File: src/rtl/usb_sc_tx_pkg.sv
// usb_sc_tx_pkg: shared cntl codes, PID and CRC16 constants, framer state encoding
package usb_sc_tx_pkg;
  localparam logic [7:0] TX_PACKET_START = 8'h02;
  localparam logic [7:0] TX_PACKET_DATA  = 8'h03;
  localparam logic [7:0] TX_PACKET_STOP  = 8'h04;
  localparam logic [3:0] DATA0 = 4'h3;
  localparam logic [3:0] DATA1 = 4'hB;
  localparam logic [15:0] CRC16_INIT      = 16'hFFFF;
  localparam logic [15:0] CRC16_POLY_REFL = 16'hA001;
  typedef enum logic [2:0] {
    IDLE, PID_OUT, DATA_WAIT, DATA_OUT, CRC_LO, CRC_HI, STOP_OUT
  } state_t;
endpackage

File: src/rtl/sc_tx_packet_framer_if.sv
// sc_tx_packet_framer_if: send-stage byte port plus SIE-side framed byte port
interface sc_tx_packet_framer_if;
  logic       SCTxPortWEn;
  logic [7:0] SCTxPortData;
  logic [7:0] SCTxPortCntl;
  logic       SCTxPortRdy;
  logic [7:0] txByte;
  logic [7:0] txByteCntl;
  logic       txByteValid;
  logic       txByteAccept;
  logic       protocolErr;
  logic       overflowErr;
  modport slave (
    input  SCTxPortWEn, SCTxPortData, SCTxPortCntl, txByteAccept,
    output SCTxPortRdy, txByte, txByteCntl, txByteValid, protocolErr, overflowErr
  );
  modport master (
    output SCTxPortWEn, SCTxPortData, SCTxPortCntl, txByteAccept,
    input  SCTxPortRdy, txByte, txByteCntl, txByteValid, protocolErr, overflowErr
  );
endinterface

File: src/rtl/usb_crc16_byte.sv
// usb_crc16_byte: combinational one-byte update of the reflected USB CRC16 (LSB first)
module usb_crc16_byte
  import usb_sc_tx_pkg::*;
(
  input  logic [15:0] crc_in,
  input  logic [7:0]  data,
  output logic [15:0] crc_out
);
  always_comb begin
    crc_out = crc_in;
    for (int i = 0; i < 8; i++)
      crc_out = (crc_out[0] ^ data[i]) ? ((crc_out >> 1) ^ CRC16_POLY_REFL) : (crc_out >> 1);
  end
endmodule

File: src/rtl/sc_tx_packet_framer.sv
// sc_tx_packet_framer: frames PID/data bytes into a SIE byte stream, appending CRC16 and stop byte
module sc_tx_packet_framer
  import usb_sc_tx_pkg::*;
#(
  parameter int MAX_DATA_BYTES = 64,
  parameter int CNT_W          = 7
) (
  input logic clk,
  input logic rst,
  sc_tx_packet_framer_if.slave bus
);
  state_t           r_state;
  logic [15:0]      r_crc;
  logic [15:0]      w_crc;
  logic [CNT_W-1:0] r_cnt;
  logic             r_rdy, r_valid, r_perr, r_oerr;
  logic [7:0]       r_byte, r_cntl;
  logic             w_wr, w_acc;

  assign w_wr  = bus.SCTxPortWEn && r_rdy;
  assign w_acc = r_valid && bus.txByteAccept;
  assign bus.SCTxPortRdy = r_rdy;
  assign bus.txByte      = r_byte;
  assign bus.txByteCntl  = r_cntl;
  assign bus.txByteValid = r_valid;
  assign bus.protocolErr = r_perr;
  assign bus.overflowErr = r_oerr;

  usb_crc16_byte u_crc (.crc_in(r_crc), .data(bus.SCTxPortData), .crc_out(w_crc));

  always_ff @(posedge clk or posedge rst) begin
    if (rst) begin
      r_state <= IDLE;
      r_crc   <= CRC16_INIT;
      r_cnt   <= '0;
      r_rdy   <= 1'b1;
      r_valid <= 1'b0;
      r_byte  <= 8'h00;
      r_cntl  <= 8'h00;
      r_perr  <= 1'b0;
      r_oerr  <= 1'b0;
    end else begin
      r_perr <= bus.SCTxPortWEn && !r_rdy;
      r_oerr <= 1'b0;
      case (r_state)
        IDLE: if (w_wr) begin
          if (bus.SCTxPortCntl == TX_PACKET_START) begin
            r_crc   <= CRC16_INIT;
            r_cnt   <= '0;
            r_byte  <= bus.SCTxPortData;
            r_cntl  <= TX_PACKET_START;
            r_valid <= 1'b1;
            r_rdy   <= 1'b0;
            r_state <= PID_OUT;
          end else r_perr <= 1'b1;
        end
        PID_OUT: if (w_acc) begin
          r_valid <= 1'b0;
          r_rdy   <= 1'b1;
          r_state <= (r_byte[3:0] == DATA0 || r_byte[3:0] == DATA1) ? DATA_WAIT : IDLE;
        end
        DATA_WAIT: if (w_wr) begin
          if (bus.SCTxPortCntl == TX_PACKET_DATA && r_cnt < CNT_W'(MAX_DATA_BYTES)) begin
            r_crc   <= w_crc;
            r_cnt   <= r_cnt + 1'b1;
            r_byte  <= bus.SCTxPortData;
            r_cntl  <= TX_PACKET_DATA;
            r_valid <= 1'b1;
            r_rdy   <= 1'b0;
            r_state <= DATA_OUT;
          end else if (bus.SCTxPortCntl == TX_PACKET_DATA) r_oerr <= 1'b1;
          else if (bus.SCTxPortCntl == TX_PACKET_STOP) begin
            r_byte  <= ~r_crc[7:0];
            r_cntl  <= TX_PACKET_DATA;
            r_valid <= 1'b1;
            r_rdy   <= 1'b0;
            r_state <= CRC_LO;
          end else r_perr <= 1'b1;
        end
        DATA_OUT: if (w_acc) begin
          r_valid <= 1'b0;
          r_rdy   <= 1'b1;
          r_state <= DATA_WAIT;
        end
        CRC_LO: if (w_acc) begin
          r_byte  <= ~r_crc[15:8];
          r_state <= CRC_HI;
        end
        CRC_HI: if (w_acc) begin
          r_byte  <= 8'h00;
          r_cntl  <= TX_PACKET_STOP;
          r_state <= STOP_OUT;
        end
        STOP_OUT: if (w_acc) begin
          r_valid <= 1'b0;
          r_rdy   <= 1'b1;
          r_state <= IDLE;
        end
        default: r_state <= IDLE;
      endcase
    end
  end
endmodule

File: src/flat_wrapper.sv
// flat-port wrapper written by rule: the top's interface ports become plain ports
module sc_tx_packet_framer_flat import usb_sc_tx_pkg::*;
#(
  parameter int MAX_DATA_BYTES = 64,
  parameter int CNT_W          = 7
)
  (clk, rst, bus_SCTxPortWEn, bus_SCTxPortData, bus_SCTxPortCntl, bus_txByteAccept, bus_SCTxPortRdy, bus_txByte, bus_txByteCntl, bus_txByteValid, bus_protocolErr, bus_overflowErr);
  sc_tx_packet_framer_if bus_i ();
  input logic clk;
  input logic rst;
  input wire logic [$bits(bus_i.SCTxPortWEn)-1:0] bus_SCTxPortWEn;
  input wire logic [$bits(bus_i.SCTxPortData)-1:0] bus_SCTxPortData;
  input wire logic [$bits(bus_i.SCTxPortCntl)-1:0] bus_SCTxPortCntl;
  input wire logic [$bits(bus_i.txByteAccept)-1:0] bus_txByteAccept;
  output wire logic [$bits(bus_i.SCTxPortRdy)-1:0] bus_SCTxPortRdy;
  output wire logic [$bits(bus_i.txByte)-1:0] bus_txByte;
  output wire logic [$bits(bus_i.txByteCntl)-1:0] bus_txByteCntl;
  output wire logic [$bits(bus_i.txByteValid)-1:0] bus_txByteValid;
  output wire logic [$bits(bus_i.protocolErr)-1:0] bus_protocolErr;
  output wire logic [$bits(bus_i.overflowErr)-1:0] bus_overflowErr;
  assign bus_i.SCTxPortWEn = bus_SCTxPortWEn;
  assign bus_i.SCTxPortData = bus_SCTxPortData;
  assign bus_i.SCTxPortCntl = bus_SCTxPortCntl;
  assign bus_i.txByteAccept = bus_txByteAccept;
  assign bus_SCTxPortRdy = bus_i.SCTxPortRdy;
  assign bus_txByte = bus_i.txByte;
  assign bus_txByteCntl = bus_i.txByteCntl;
  assign bus_txByteValid = bus_i.txByteValid;
  assign bus_protocolErr = bus_i.protocolErr;
  assign bus_overflowErr = bus_i.overflowErr;
  sc_tx_packet_framer #(.MAX_DATA_BYTES(MAX_DATA_BYTES), .CNT_W(CNT_W)) u_core (.clk(clk), .rst(rst), .bus(bus_i));
endmodule
File: config.mk
export PLATFORM = sky130hd
export DESIGN_NAME = sc_tx_packet_framer_flat
export DESIGN_NICKNAME = d
export VERILOG_FILES = /design/src/rtl/usb_sc_tx_pkg.sv /design/src/rtl/sc_tx_packet_framer_if.sv /design/src/rtl/usb_crc16_byte.sv /design/src/rtl/sc_tx_packet_framer.sv /design/src/flat_wrapper.sv
export SDC_FILE = /design/constraint.sdc
export NUM_CORES = 1
export LEC_CHECK = 0
export BUFFER_PORTS_ARGS = -buffer_cell sky130_fd_sc_hd__buf_2
export CAP_MARGIN = 10
export CELL_PAD_IN_SITES_DETAIL_PLACEMENT = 0
export CELL_PAD_IN_SITES_GLOBAL_PLACEMENT = 2
export CORE_MARGIN = 1.5
export CORE_UTILIZATION = 37
export DETAILED_ROUTE_END_ITERATION = 8
export PLACE_DENSITY = 0.84
export SYNTH_ARGS = -nofsm -noshare
export SYNTH_HDL_FRONTEND = slang
export SYNTH_SLANG_ARGS = --single-unit
File: constraint.sdc
create_clock -name clk -period 3.54 [get_ports clk]
set_clock_uncertainty 0.15 [all_clocks]
set_input_delay 0.177 -clock clk [delete_from_list [all_inputs] [get_ports clk]]
set_output_delay 0.177 -clock clk [all_outputs]
set_load 0.1 [all_outputs]
-- After elaboration in Yosys (flattened, before gate mapping)
Index checks and enable logic that the tools add are counted.
- register bits: 46
- word-level logic and storage cells: 144
- bitwise logic cells: 18
- equality and inequality tests: 23
- $add $sub $neg: 1
- muxes and demuxes: 75
- reductions and logical operators: 17
- magnitude comparators: 1
- operator list (cell ; number):
    $mux 16 ; 12
    $mux 8 ; 15
    $mux 3 ; 11
    $pmux 16 s2 ; 1
    $pmux 8 s4 ; 1
    $mux 7 ; 4
    $mux 1 ; 24
    $not 2->3 ; 8
    $pmux 8 s3 ; 1
    $pmux 3 s7 ; 1
    $ne 2x1->1 const B ; 10
    $eq 8x2->1 const B ; 2
    $not 8->8 ; 2
    $pmux 7 s2 ; 1
    $reduce_and 7->1 ; 2
    $reduce_and 10->1 ; 1
    $eq 3x3->1 const B ; 3
    $eq 8x3->1 const B ; 1
    $reduce_and 8->1 ; 1
    $xor 1x1->1 ; 8
    $add 7x1->7 const B ; 1
    $lt 7x7->1 const B ; 1
    $eq 3x2->1 const B ; 2
    $pmux 1 s3 ; 2
    16 further kinds ; 20

-- Depth between registers and ports, before layout
- depth after elaboration: 19
- gate-level depth with buffers: 8

-- Hierarchy
A second synthesis with hierarchy kept.
- cells, all modules: 268
- area, all modules: 2630.0 um^2
- modules (own cells, without submodules) (module ; cells an instance ; instances ; area an instance (um^2) ; sequential area each (um^2)):
    sc_tx_packet_framer ; 241 ; 1 ; 2322.2 ; 1047.3
    usb_crc16_byte ; 27 ; 1 ; 307.8 ; 0.0

-- Least setup slack after synthesis
No wires, ideal clock.
- path type: register to register
- from: register u_core.r_rdy (netlist: u_core.bus.SCTxPortRdy)
- to: register u_core.r_cnt[0]
- cell stages (with the launch flop): 8
- slack: 1.074 ns
- period minus slack after synthesis: 2.466 ns
- arrival: 2.193 ns
- buffers on the path: 3
- data required time: 3.268 ns
- setup time: 0.122 ns
- path through: dfstp_2 -> clkbuf_1 -> nand4_2 -> or4_1 -> clkbuf_1 -> buf_2 -> nand2_1 -> o21ai_1
- longest elaborated chain between the ends: 3
- elaborated cells on any way between the ends: 4
- those cells by class: eq/ne: 2; reduce/logical: 2
- ends and longest elaborated chain (item ; RTL line ; source):
    start: declaration ; sc_tx_packet_framer.sv:16 ; logic r_rdy, r_valid, r_perr, r_oerr;
    start signal: assignment ; sc_tx_packet_framer.sv:36 ; r_rdy <= 1'b1;
    start signal: assignment ; sc_tx_packet_framer.sv:53 ; r_rdy <= 1'b0;
    start signal: assignment ; sc_tx_packet_framer.sv:59 ; r_rdy <= 1'b1;
    $logic_and 1x1->1 (*) ; sc_tx_packet_framer.sv:20 ; assign w_wr = bus.SCTxPortWEn && r_rdy;
    $ne 2x1->1 (no source line) ; - ;
    $reduce_and 5->1 (no source line) (*) ; - ;
    end signal: assignment ; sc_tx_packet_framer.sv:65 ; r_cnt <= r_cnt + 1'b1;
    end: declaration ; sc_tx_packet_framer.sv:15 ; logic [CNT_W-1:0] r_cnt;
Mark *: on every way between the ends. The rest lies on a longest branch, timed or not.
A chain may end at the register's enable or synchronous reset.

-- Worst setup path in the final report
- from: register u_core.r_state[1]
- to: register u_core.r_byte[3] (netlist: u_core.bus.txByte[3])
- longest elaborated chain between the ends: 3
- elaborated cells on any way between the ends: 14
- those cells by class: eq/ne: 10; mux: 1; reduce/logical: 3
- ends and longest elaborated chain (item ; RTL line ; source):
    start: declaration ; sc_tx_packet_framer.sv:12 ; state_t r_state;
    start signal: assignment ; sc_tx_packet_framer.sv:60 ; r_state <= (r_byte[3:0] == DATA0 || r_byte[3:0] == DATA1) ? DATA_WAIT : IDLE;
    $eq 3x2->1 (tied with other cells) ; sc_tx_packet_framer.sv:45 ; case (r_state)
    $ne 3x3->1 (no source line) (tied with other cells) ; - ;
    $reduce_and 8->1 (no source line) ; - ;
    end signal: assignment ; sc_tx_packet_framer.sv:50 ; r_byte <= bus.SCTxPortData;
    end signal: assignment ; sc_tx_packet_framer.sv:66 ; r_byte <= bus.SCTxPortData;
    end signal: assignment ; sc_tx_packet_framer.sv:73 ; r_byte <= ~r_crc[7:0];
    end: declaration ; sc_tx_packet_framer.sv:17 ; logic [7:0] r_byte, r_cntl;
Several ways; a longest one is shown, not always the timed one.

==> flow_summary_export.csv <==
group,metric,value,unit
finish,n_fill_cell,636,
sta,min_period,2.53,ns
worst_setup_path,cp.required,3.55,ns
routing,first_iter_violations,57,
finish,layout_commonest_cell,"nor2_1",
routing,viasPerCell,5.32,
worst_setup_path,cpPeakStageDelay,0.63,ns
floorplanning,die_w,84.5,um
placement,placedInstanceArea,2690,sq um
worst_setup_path,crit_chain,"or3b_1, a31oi_2, a21oi_2, a221oi_1, a21oi_1",
finish,final_nets,315,
clock_network,root_buffer,"clkbuf_8",
placement,gp_congestion,0.838,
clock_network,clk_pin_slew,0.08,ns
finish,final_cell_mix,"nor2_1 (38), buf_2 (34), dfrtp_1 (24)",
worst_setup_path,crit_path_start_kind,"flop",
outcome,status,"complete, no violations",
hold_path,hp-class,"input pin to flop",
finish,fin_area,2790,sq um
sta,post-route-period-util,0.714,
worst_setup_path,crit_family,"compound AO/OA/AOI/OAI gates",
routing,ant_nets,0,
synthesis,ys_seq_elements,41,
routing,drt_pre_antenna_iters,4,
pwr,pwr-share-comb,0.551,
floorplanning,die_h,84.5,um
grt,overflow,0,
clock_network,cts_tree,"yes",
grt,grt_max_degree,42,
pwr,p_per_area,750,nW/um^2
placement,place_hpwl,4000,um
floorplanning,coreArea,6390,sq um
worst_setup_path,cp_max_fo,14,
pwr,power_frac_clock,0.142,
sta,setup_viol,0,
floorplanning,initial_core_util,0.385,
floorplanning,ioPinCount,40,
clock_network,postCtsSetupRepairBufs,0,
synthesis,synth_cell_types,55,
synthesis,synth_seq_area_share,0.426,
sta,relSlewSlack,0.610,
sta,hold_viol,0,
pwr,seq_power_share,0.307,
grt,grt_pass1_vias,1881,
synthesis,ys_async_sr_fraction,1.00,
sta,rsz0062_at_grt,"no",
clock_network,clock_latency,0.29,ns
worst_setup_path,cp.arrival,2.54,ns
finish,diodes,0,
placement,io_buffers,34,
pwr,peakVddDrop,0.603,mV
routing,drc,0,
routing,wl,5560,um
routing,via_count,1979,
worst_setup_path,slowest_stage,"or3b_1",
grt,grt_usage,0.166,
finish,drive_gt1_frac,0.268,
worst_setup_path,critPathBufInv,0,
synthesis,synth-edff-count,0,
grt,antenna_found_initial,0,
clock_network,cts_max_level,2,
floorplanning,die_area,7140,sq um
pwr,p_int,0.991,mW
routing,wl_per_cell,15.0,um
sta,tightestPinTransition,0.582,ns
pwr,p_leak,1.23,nW
synthesis,syn_avg_cell_area,9.45,sq um
pwr,p_switching,1.10,mW
sta,drv_slew,0,
synthesis,ys.flop_type,"dfrtp_1",
worst_setup_path,worstSetupPathType,"flop to flop",
finish,syn_to_final_growth,13.4,%
grt,grt_pass1_wl,9470,um
synthesis,syn_area,2460,sq um
synthesis,netlist_instances,260,
clock_network,cts_buffers,5,
worst_setup_path,end_kind,"flop",
sta,finalSetupTns,0,ns
pwr,swShare,0.526,
floorplanning,num_rows,29,
clock_network,clockBufferDepth,2,
synthesis,synth_warnings,0,
sta,fmax,396,MHz
clock_network,cts_sinks,41,
job,cap_violations,0,
[layout make-up]
type | count | area, sq um | area share
Timing Repair Buffer | 42 | 233 | 0.0835
Sequential cell | 41 | 1050 | 0.376
Clock inverter | 2 | 10.0 | 0.00359
Tap cell | 77 | 96.3 | 0.0346
Multi-Input combinational cell | 189 | 1270 | 0.456
Inverter | 15 | 56.3 | 0.0202
Clock buffer | 6 | 72.6 | 0.0260
[sequential cells by signal, summed over array words and instances (netlist names)]
register                flops
u_core.r_crc               16
u_core.bus.txByte           8
u_core.r_cnt                7
u_core.bus.txByteCntl       3
u_core.r_state              3
u_core.bus.SCTxPortRdy      1
u_core.bus.overflowErr      1
u_core.bus.protocolErr      1
u_core.bus.txByteValid      1
[kinds of logic after synthesis]
logic type               share of synthesized area
buffers and inverters                       0.0621
adder cells (fa/ha/maj)                    0.00509
multiplexers                               0.00866
AND/OR/NAND/NOR                              0.165
flip-flops                                   0.426
AO/OA/AOI/OAI                                0.234
XOR/XNOR                                    0.0978
other                                      0.00153
[per-layer routing]
| metal | global-route usage | vias to the layer above | part of all wire |
|---|---|---|---|
| li1 | - | 992 | - |
| met5 | 0 | - | 0 |
| met3 | 0.0393 | 6 | 0.043 |
| met1 | 0.237 | 940 | 0.50 |
| met2 | 0.255 | 41 | 0.44 |
| met4 | 0.0425 | 0 | 0.011 |
[synthesized netlist by cell type, drive strengths merged (3+ instances only)]
master / n / area share
inv: 15 / 0.023
dfrtp: 24 / 0.24
xnor3: 3 / 0.028
o21ai: 21 / 0.043
buf: 10 / 0.025
nor3: 3 / 0.010
nand2: 15 / 0.023
a21oi: 18 / 0.038
xnor2: 17 / 0.067
nand3: 7 / 0.014
a31oi: 14 / 0.038
clkbuf: 9 / 0.014
nor2: 38 / 0.058
dfstp: 17 / 0.18
a221oi: 8 / 0.029
and3: 3 / 0.0076
[per-stage QoR]
stage | worst slack (ns) | util | total power [mW] | instances | hold slack, ns
final | 1.01 | 0.436 | 2.09 | 372 | 0.0246
after global routing | 0.786 | 0.436 | 2.21 | 372 | 0.0399
after detailed placement | 1.00 | 0.422 | 1.80 | 363 | 0.194
after floorplan | 1.07 | - | 1.61 | 264 | 0.148
after CTS | 0.985 | 0.436 | 2.11 | 372 | 0.0199
after global placement | 1.08 | 0.422 | 1.81 | 363 | 0.192
[path summary, 6_finish.rpt]
kind | start | end | slack (ns) | cells past startpoint
worst max register to register | u_core.r_state[1]$_DFFE_PP0P_ | u_core.bus.txByte[3]$_DFFE_PP0P_ | 1.01 | 5
max in group asynchronous | rst | u_core.r_crc[5]$_DFFE_PP1P_ | 2.46 | 4
worst max-delay path | u_core.r_state[1]$_DFFE_PP0P_ | u_core.bus.txByte[3]$_DFFE_PP0P_ | 1.01 | 5
min in group asynchronous | rst | u_core.bus.txByte[3]$_DFFE_PP0P_ | 0.41 | 4
worst min-delay path | bus_SCTxPortCntl[0] | u_core.bus.overflowErr$_DFF_PP0_ | 0.02 | 3
worst min register to register | u_core.r_crc[4]$_DFFE_PP1P_ | u_core.r_crc[4]$_DFFE_PP1P_ | 0.33 | 2
[worst register-to-register path: cells and delay by family, from the launching register on]
kind | cells | cell delay, ns
and+or+nand+nor | 1 | 0.63
AOI/OAI and AO/OA | 4 | 1.08
DFF | 1 | 0.54
[power by group through the flow]
stage | registers, mW | logic, mW | clock network, mW
finish | 0.642 | 1.15 | 0.297
detailed placement | 0.651 | 1.15 | 0
floorplan | 1.13 | 0.480 | 0
global placement | 0.651 | 1.15 | 0
global route | 0.656 | 1.22 | 0.332
CTS | 0.643 | 1.15 | 0.310
[repair_timing]
action,in CTS,in global routing
resized for setup,0,0
hold endpoints to repair,24,0
hold buffers,1,0
No activity file was read; power rests on OpenSTA's default activity.
